`config.mk`:
```
export PLATFORM = sky130hd
export DESIGN_NAME = trace_cmd_dispatcher
export DESIGN_NICKNAME = d
export VERILOG_FILES = /design/src/rtl/trace_cmd_dispatcher.sv
export SDC_FILE = /design/constraint.sdc
export NUM_CORES = 1
export LEC_CHECK = 0
export ABC_AREA = 1
export CELL_PAD_IN_SITES_DETAIL_PLACEMENT = 1
export CELL_PAD_IN_SITES_GLOBAL_PLACEMENT = 2
export CORE_MARGIN = 2
export CORE_UTILIZATION = 23
export CTS_CLUSTER_SIZE = 24
export DETAILED_ROUTE_END_ITERATION = 10
export MAX_ROUTING_LAYER = met4
export PLACE_DENSITY_LB_ADDON = 0.15
export SKIP_LAST_GASP = 1
export SYNTH_ARGS = -nofsm -noshare
export SYNTH_HDL_FRONTEND = slang
export SYNTH_SLANG_ARGS = --single-unit
```
`constraint.sdc`:
```
create_clock -name clk -period 4.5 [get_ports clk]
set_clock_uncertainty 0.2 [all_clocks]
set_input_delay 0.675 -clock clk [delete_from_list [all_inputs] [get_ports clk]]
set_output_delay 0.675 -clock clk [all_outputs]
set_load 0.01 [all_outputs]
```
`src/rtl/trace_cmd_dispatcher.sv`:
```
// Trace command dispatcher: in-order command FIFO feeding a decode FSM that routes each
// command to the L1 request port, the snoop port, or a clear/print pulse, with saturating
// statistics counters.
module trace_cmd_dispatcher #(
  parameter int ADDR_W = 32,
  parameter int DEPTH  = 8,
  parameter int CNT_W  = 32
) (
  input  logic              clk,
  input  logic              rst,
  input  logic              cmd_valid,
  output logic              cmd_ready,
  input  logic [3:0]        cmd,
  input  logic [ADDR_W-1:0] cmd_addr,
  output logic              l1_valid,
  input  logic              l1_ready,
  output logic [1:0]        l1_op,
  output logic [ADDR_W-1:0] l1_addr,
  output logic              snp_valid,
  input  logic              snp_ready,
  output logic [1:0]        snp_op,
  output logic [ADDR_W-1:0] snp_addr,
  output logic              ctl_clear,
  output logic              ctl_print,
  output logic [CNT_W-1:0]  rd_cnt,
  output logic [CNT_W-1:0]  wr_cnt,
  output logic [CNT_W-1:0]  snp_cnt,
  output logic [CNT_W-1:0]  err_cnt
);

  localparam int PTR_W = $clog2(DEPTH);
  localparam int OCC_W = $clog2(DEPTH + 1);

  typedef enum logic [1:0] {
    IDLE,
    L1_WAIT,
    SNP_WAIT
  } state_t;

  state_t state;

  logic [ADDR_W+3:0] mem [DEPTH];
  logic [PTR_W-1:0]  wptr;
  logic [PTR_W-1:0]  rptr;
  logic [OCC_W-1:0]  occ;
  logic [OCC_W-1:0]  occ_next;
  logic              push;
  logic              pop;
  logic              empty;
  logic              l1_done;
  logic              snp_done;
  logic [3:0]        head_cmd;
  logic [ADDR_W-1:0] head_addr;

  function automatic logic [CNT_W-1:0] sat_inc(input logic [CNT_W-1:0] v);
    return (&v) ? v : v + CNT_W'(1);
  endfunction

  // Handshakes, pop decision and next occupancy
  always_comb begin
    empty    = (occ == '0);
    push     = cmd_valid & cmd_ready;
    l1_done  = (state == L1_WAIT) & l1_ready;
    snp_done = (state == SNP_WAIT) & snp_ready;
    pop      = !empty & ((state == IDLE) | l1_done | snp_done);
    {head_cmd, head_addr} = mem[rptr];
    occ_next = occ;
    if (push && !pop) begin
      occ_next = occ + OCC_W'(1);
    end else if (pop && !push) begin
      occ_next = occ - OCC_W'(1);
    end
  end

  // FIFO storage (no reset needed, guarded by occupancy)
  always_ff @(posedge clk) begin
    if (push) begin
      mem[wptr] <= {cmd, cmd_addr};
    end
  end

  // FIFO pointers, occupancy and registered ready
  always_ff @(posedge clk) begin
    if (rst) begin
      wptr      <= '0;
      rptr      <= '0;
      occ       <= '0;
      cmd_ready <= 1'b0;
    end else begin
      if (push) begin
        wptr <= wptr + PTR_W'(1);
      end
      if (pop) begin
        rptr <= rptr + PTR_W'(1);
      end
      occ       <= occ_next;
      cmd_ready <= (occ_next != OCC_W'(DEPTH));
    end
  end

  // Dispatch FSM; a completed handshake retires first, then a same-edge pop overrides outputs
  always_ff @(posedge clk) begin
    if (rst) begin
      state     <= IDLE;
      l1_valid  <= 1'b0;
      l1_op     <= '0;
      l1_addr   <= '0;
      snp_valid <= 1'b0;
      snp_op    <= '0;
      snp_addr  <= '0;
      ctl_clear <= 1'b0;
      ctl_print <= 1'b0;
      rd_cnt    <= '0;
      wr_cnt    <= '0;
      snp_cnt   <= '0;
      err_cnt   <= '0;
    end else begin
      ctl_clear <= 1'b0;
      ctl_print <= 1'b0;
      if (l1_done) begin
        if (l1_op == 2'd1) begin
          wr_cnt <= sat_inc(wr_cnt);
        end else begin
          rd_cnt <= sat_inc(rd_cnt);
        end
      end
      if (snp_done) begin
        snp_cnt <= sat_inc(snp_cnt);
      end
      if (l1_done || snp_done) begin
        l1_valid  <= 1'b0;
        snp_valid <= 1'b0;
        state     <= IDLE;
      end
      if (pop) begin
        case (head_cmd)
          4'd0, 4'd1, 4'd2: begin
            l1_valid <= 1'b1;
            l1_op    <= head_cmd[1:0];
            l1_addr  <= head_addr;
            state    <= L1_WAIT;
          end
          4'd3, 4'd4, 4'd5, 4'd6: begin
            snp_valid <= 1'b1;
            snp_op    <= 2'(head_cmd - 4'd3);
            snp_addr  <= head_addr;
            state     <= SNP_WAIT;
          end
          4'd8: ctl_clear <= 1'b1;
          4'd9: ctl_print <= 1'b1;
          default: err_cnt <= sat_inc(err_cnt);
        endcase
      end
    end
  end

endmodule

```
# Word level (Yosys, flattened, before mapping)
# Memories as Yosys holds them, arrays and structs flattened. A register that Yosys moved wholly into a read port is not among the register bits.
# Cells that the tools add are included.
# word_totals
ram_bits	288
in_bits	41
elab_cells	92
register_bits	213
memories	1
output_inout_bits	201
# op_classes
n_eq_ne	12
muxes	17
n_reduce_logical	23
n_addsub	9
bitwise	13
# mem_list
memory	words	word_bits	read_ports	rd_clocked_by_memory_dff	wr	line	source
mem	8	36	1	1	1	42	logic [ADDR_W+3:0] mem [DEPTH];
# ops
cell	n
32-bit by 1-bit adder with 32-bit output (second input constant)	4
32-bit AND reduction	4
4-bit by 3-bit == test with 1-bit output (second input constant)	3
1-bit 2-to-1 mux	10
3-bit AND reduction	3
9-bit OR reduction	1
4-bit by 2-bit == test with 1-bit output (second input constant)	2
4-bit == test (second input constant)	2
4-bit logical NOT	2
4-bit 2-to-1 mux	2
1-bit inverter	7
3-bit by 1-bit adder with 3-bit output (second input constant)	2
3-bit 2-to-1 mux	2
2-bit AND reduction	3
4-bit by 1-bit adder with 4-bit output (second input constant)	1
1-bit AND	4
2-bit by 1-bit == test with 1-bit output (second input constant)	2
4-bit by 1-bit == test with 1-bit output (second input constant)	1
2-bit 2-to-1 mux	2
4-bit != test (second input constant)	1
2-bit case mux with 2 select lines	1
4-bit OR reduction	1
4-bit by 1-bit subtractor with 4-bit output (second input constant)	1
1-bit logical NOT	3
other kinds (8)	10

# Depth between registers and ports, before layout
# logic_depth
ltp_word	9
ltp_mapped	20

# Worst setup path after synthesis
# Ideal clock, no wire load.
# synth_path
path_kind	input to register
start	in cmd_valid
end	mem mem[0][0] (netlist bit) (enable)
cell_stages	4
slack_ns	1.238
arrival_time_ns	2.632
path_buffers	0
cell_sequence	nand2_1 > inv_1 > nand2_1 > nor2_1
# synth_via
elab_chain_cells	3
# synth_rtl
element	line	source
from (decl)	11	input logic cmd_valid,
1-bit AND	62	push = cmd_valid & cmd_ready;
1-bit 2-to-1 mux	77	if (push) begin
1-bit 2-to-1 mux (not written as such)	78	mem[wptr] <= {cmd, cmd_addr};
to (decl)	42	
# Every way passes these cells.

==> results.toml <==
[logic_synthesis]
yosysWarnings = 0
synth_area_um2 = 22060
synthSimpleGateAreaFrac_pct = 21.19
synthMuxAreaShare_pct = 0
synth_compound_area_share_pct = 11.17
synth_top_family_by_area = "simple AND/OR/NAND/NOR gates"
synth_top_area_share_pct = 39.20
synth.distinct_cells = 46
seq_area_frac_synth_pct = 58.81
synth_largest_area_cell = "edfxtp_1"
netlist_instances = 2398
synthAdderAreaFrac_pct = 0.6806
synth-xor-area-share_pct = 2.779
syn_avg_cell_area_um2 = 9.199
synth_seq_cells = 504
synthTopCellsByArea = "edfxtp_1, dfxtp_1, nand2_1, nor2_1, o21ai_0"
syn-num-nets = 2451

[sta]
timing.final.crit_share_pct = 88.26
setup-tns-final_ns = 0
hold_viol_final = 0
rsz0062_at_grt = "false"
fmax_mhz = 251.8
worst_slew_margin_rel_pct = 31.83
worst_slack_ns = 0.5284
period_needed_ns = 3.972
tightestPinTransition_ns = 1.022
final_max_slew_viol_count = 0
whs_ns = 0.2477
finalSetupViolCount = 0

[global_routing]
track_usage_pct = 15.86
grt_pass1_vias = 18785
grt_max_degree = 82
antenna_found_initial = 2
grt_pass1_wl_um = 117400
grt.overflow.total = 0

[clock_tree]
clk_pin_slew_ns = 0.06
cts_buffer_depth = 3
clock-sinks = 504
cts_resized = 0
cts-root-buf = "clkbuf_16"
cts_tree = "yes"
cts_buffers = 61
holdBufCountCts = 0
h-tree-depth = 2
cts_setup_buffers = 0
worstSkewPairLatency_ns = 0.64

[detailed_routing]
avgRoutedWirePerCell_um = 19.44
totalWireLength_um = 76550
vias = 17826
via_per_inst = 4.528
route.detailed.drc = 0
ant_nets = 0
dr.pass1.iters = 5
drtIter0Drc = 800

[final_layout]
regArea_um2 = 12980
final_common_cell = "nand2_1"
mostFrequentLayoutCells = "nand2_1, nor2_1, edfxtp_1"
fin_nets = 2670
fillers = 10912
syn_to_final_growth_pct = 26.18
drive_gt1_share_pct = 7.603
layoutNonFillerInstCount = 3937
multi_input_area_um2 = 7961

[min_path]
min_path_type = "flip-flop to flip-flop"
hold_depth = 1
min_from = "rptr[2]$_SDFFE_PP0N_"

[run]
maxCapViolCount = 0

[worst_setup_path]
r2r_setup_slack_ns = 0.53
cp_max_fo = 31
end_kind = "flip-flop"
crit_type = "flip-flop to flip-flop"
r2r_cells = 15
crit_path_start_kind = "flip-flop"
r2r_end = "err_cnt[23]$_SDFFE_PP0P_"
crit_required_ns = 4.77
cp.arrival_ns = 4.24

[floorplanning]
start_util_pct = 23.22
rows = 113
core_um2 = 95010
fp.dieW_um = 313.7
die_area_um2 = 98400
num_io_pins = 242
die_h_um = 313.7

[place]
io_buffers = 241
dpl_worst_slack_ns = 0.4573
place.detailed.hpwl_um = 50710
placed_cells = 3819
finalWeightedCongestion = 0.7864

[pwr]
power.total_mw = 14.25
leakagePower_nw = 9.273
powerDensity_nw_per_um2 = 512.0
ir_drop_mv = 0.3326

[status]
status = "completed"
==> cell usage after synthesis (all sizes together) <==
| master | instances |
|---|---|
| a211oi | 4 |
| a21boi | 1 |
| a21oi | 112 |
| a31oi | 30 |
| and2 | 1 |
| and3 | 3 |
| buf | 56 |
| clkbuf | 58 |
| clkinv | 1 |
| dfxtp | 216 |
| edfxtp | 288 |
| ha | 12 |
| inv | 155 |
| nand2 | 462 |
| nand3 | 72 |
| nand3b | 5 |
| nand4 | 61 |
| nor2 | 387 |
| nor3 | 74 |
| nor3b | 5 |
| nor4 | 7 |
| o21a | 2 |
| o21ai | 245 |
| o21bai | 1 |
| o22ai | 68 |
| or2 | 2 |
| xnor2 | 16 |
| xor2 | 54 |
==> logic make-up after synthesis <==
logic type                 count (synthesis)
DFF                                      504
and+or+nand+nor                         1079
adders and majority gates                 12
AOI/OAI and AO/OA                        463
xor gates and xnor gates                  70
buffers and inverters                    270
==> report_power, final <==
| group | total (mW) | switching [mW] | internal, mW |
|---|---|---|---|
| Sequential | 5.49 | 0.270 | 5.22 |
| Clock | 4.81 | 2.04 | 2.77 |
| Combinational | 3.95 | 2.75 | 1.20 |
| Total | 14.2 | 5.06 | 9.19 |
==> how the worst max path moves through the flow <==
| stage | from | to | slack [ns] | depth (start not counted) |
|---|---|---|---|---|
| 6_report | flip-flop | err_cnt[23]$_SDFFE_PP0P_ | 0.53 | 15 |
| 2_1_floorplan | cmd_valid | mem[0][0]$_DFFE_PP_ | 1.24 | 4 |
| 3_3_place_gp | flip-flop | err_cnt[2]$_SDFFE_PP0P_ | 0.49 | 15 |
| 3_5_place_dp | flip-flop | err_cnt[23]$_SDFFE_PP0P_ | 0.46 | 15 |
| 4_1_cts | flip-flop | err_cnt[23]$_SDFFE_PP0P_ | 0.44 | 15 |
| 5_1_grt | flip-flop | err_cnt[7]$_SDFFE_PP0P_ | 0.08 | 15 |
==> state kept, by name, indices dropped and copies added, names as in the netlist, 2 cells and up, named ones only <==
name / count
err_cnt: 32
wr_cnt: 32
snp_addr: 32
rptr: 3
occ: 4
state: 2
snp_op: 2
wptr: 3
l1_op: 2
rd_cnt: 32
mem: 288
l1_addr: 32
snp_cnt: 32
==> through the flow <==
step	instance area, um^2	utilization (%)
finish	27830	29.30
global route	27830	29.30
CTS	27830	29.29
detailed placement	25860	27.21
global placement	25860	27.21
floorplan	22060	-
==> routing by layer <==
layer	global-route usage (%)	share of wire (%)
met4	3.132	1.5
met5	-	0
met1	20.38	47
met3	2.579	3.7
met2	26.36	48
==> layout make-up <==
type | instances | share of cell area (%)
timing repair buffer | 270 | 9.844
clock inverter | 23 | 0.5889
tap | 1265 | 5.686
clock buffer | 93 | 6.500
multi-input combinational | 1624 | 28.60
sequential | 504 | 46.63
antenna | 2 | 0.01798
inverter | 156 | 2.131
==> critical path, cell delays in order, from the launching register on <==
cell	delay [ns]
dfxtp_2	0.61
buf_4	0.37
o21ai_0	0.16
o22ai_1	0.21
nand2_1	0.10
o21ai_0	0.18
inv_1	0.14
ha_1	0.22
nor3_1	0.19
inv_1	0.09
nand3_2	0.11
nand2_1	0.09
nor2_4	0.40
nand3_4	0.46
nand2_1	0.18
a21oi_1	0.08
(Power assumes the default switching activity.)
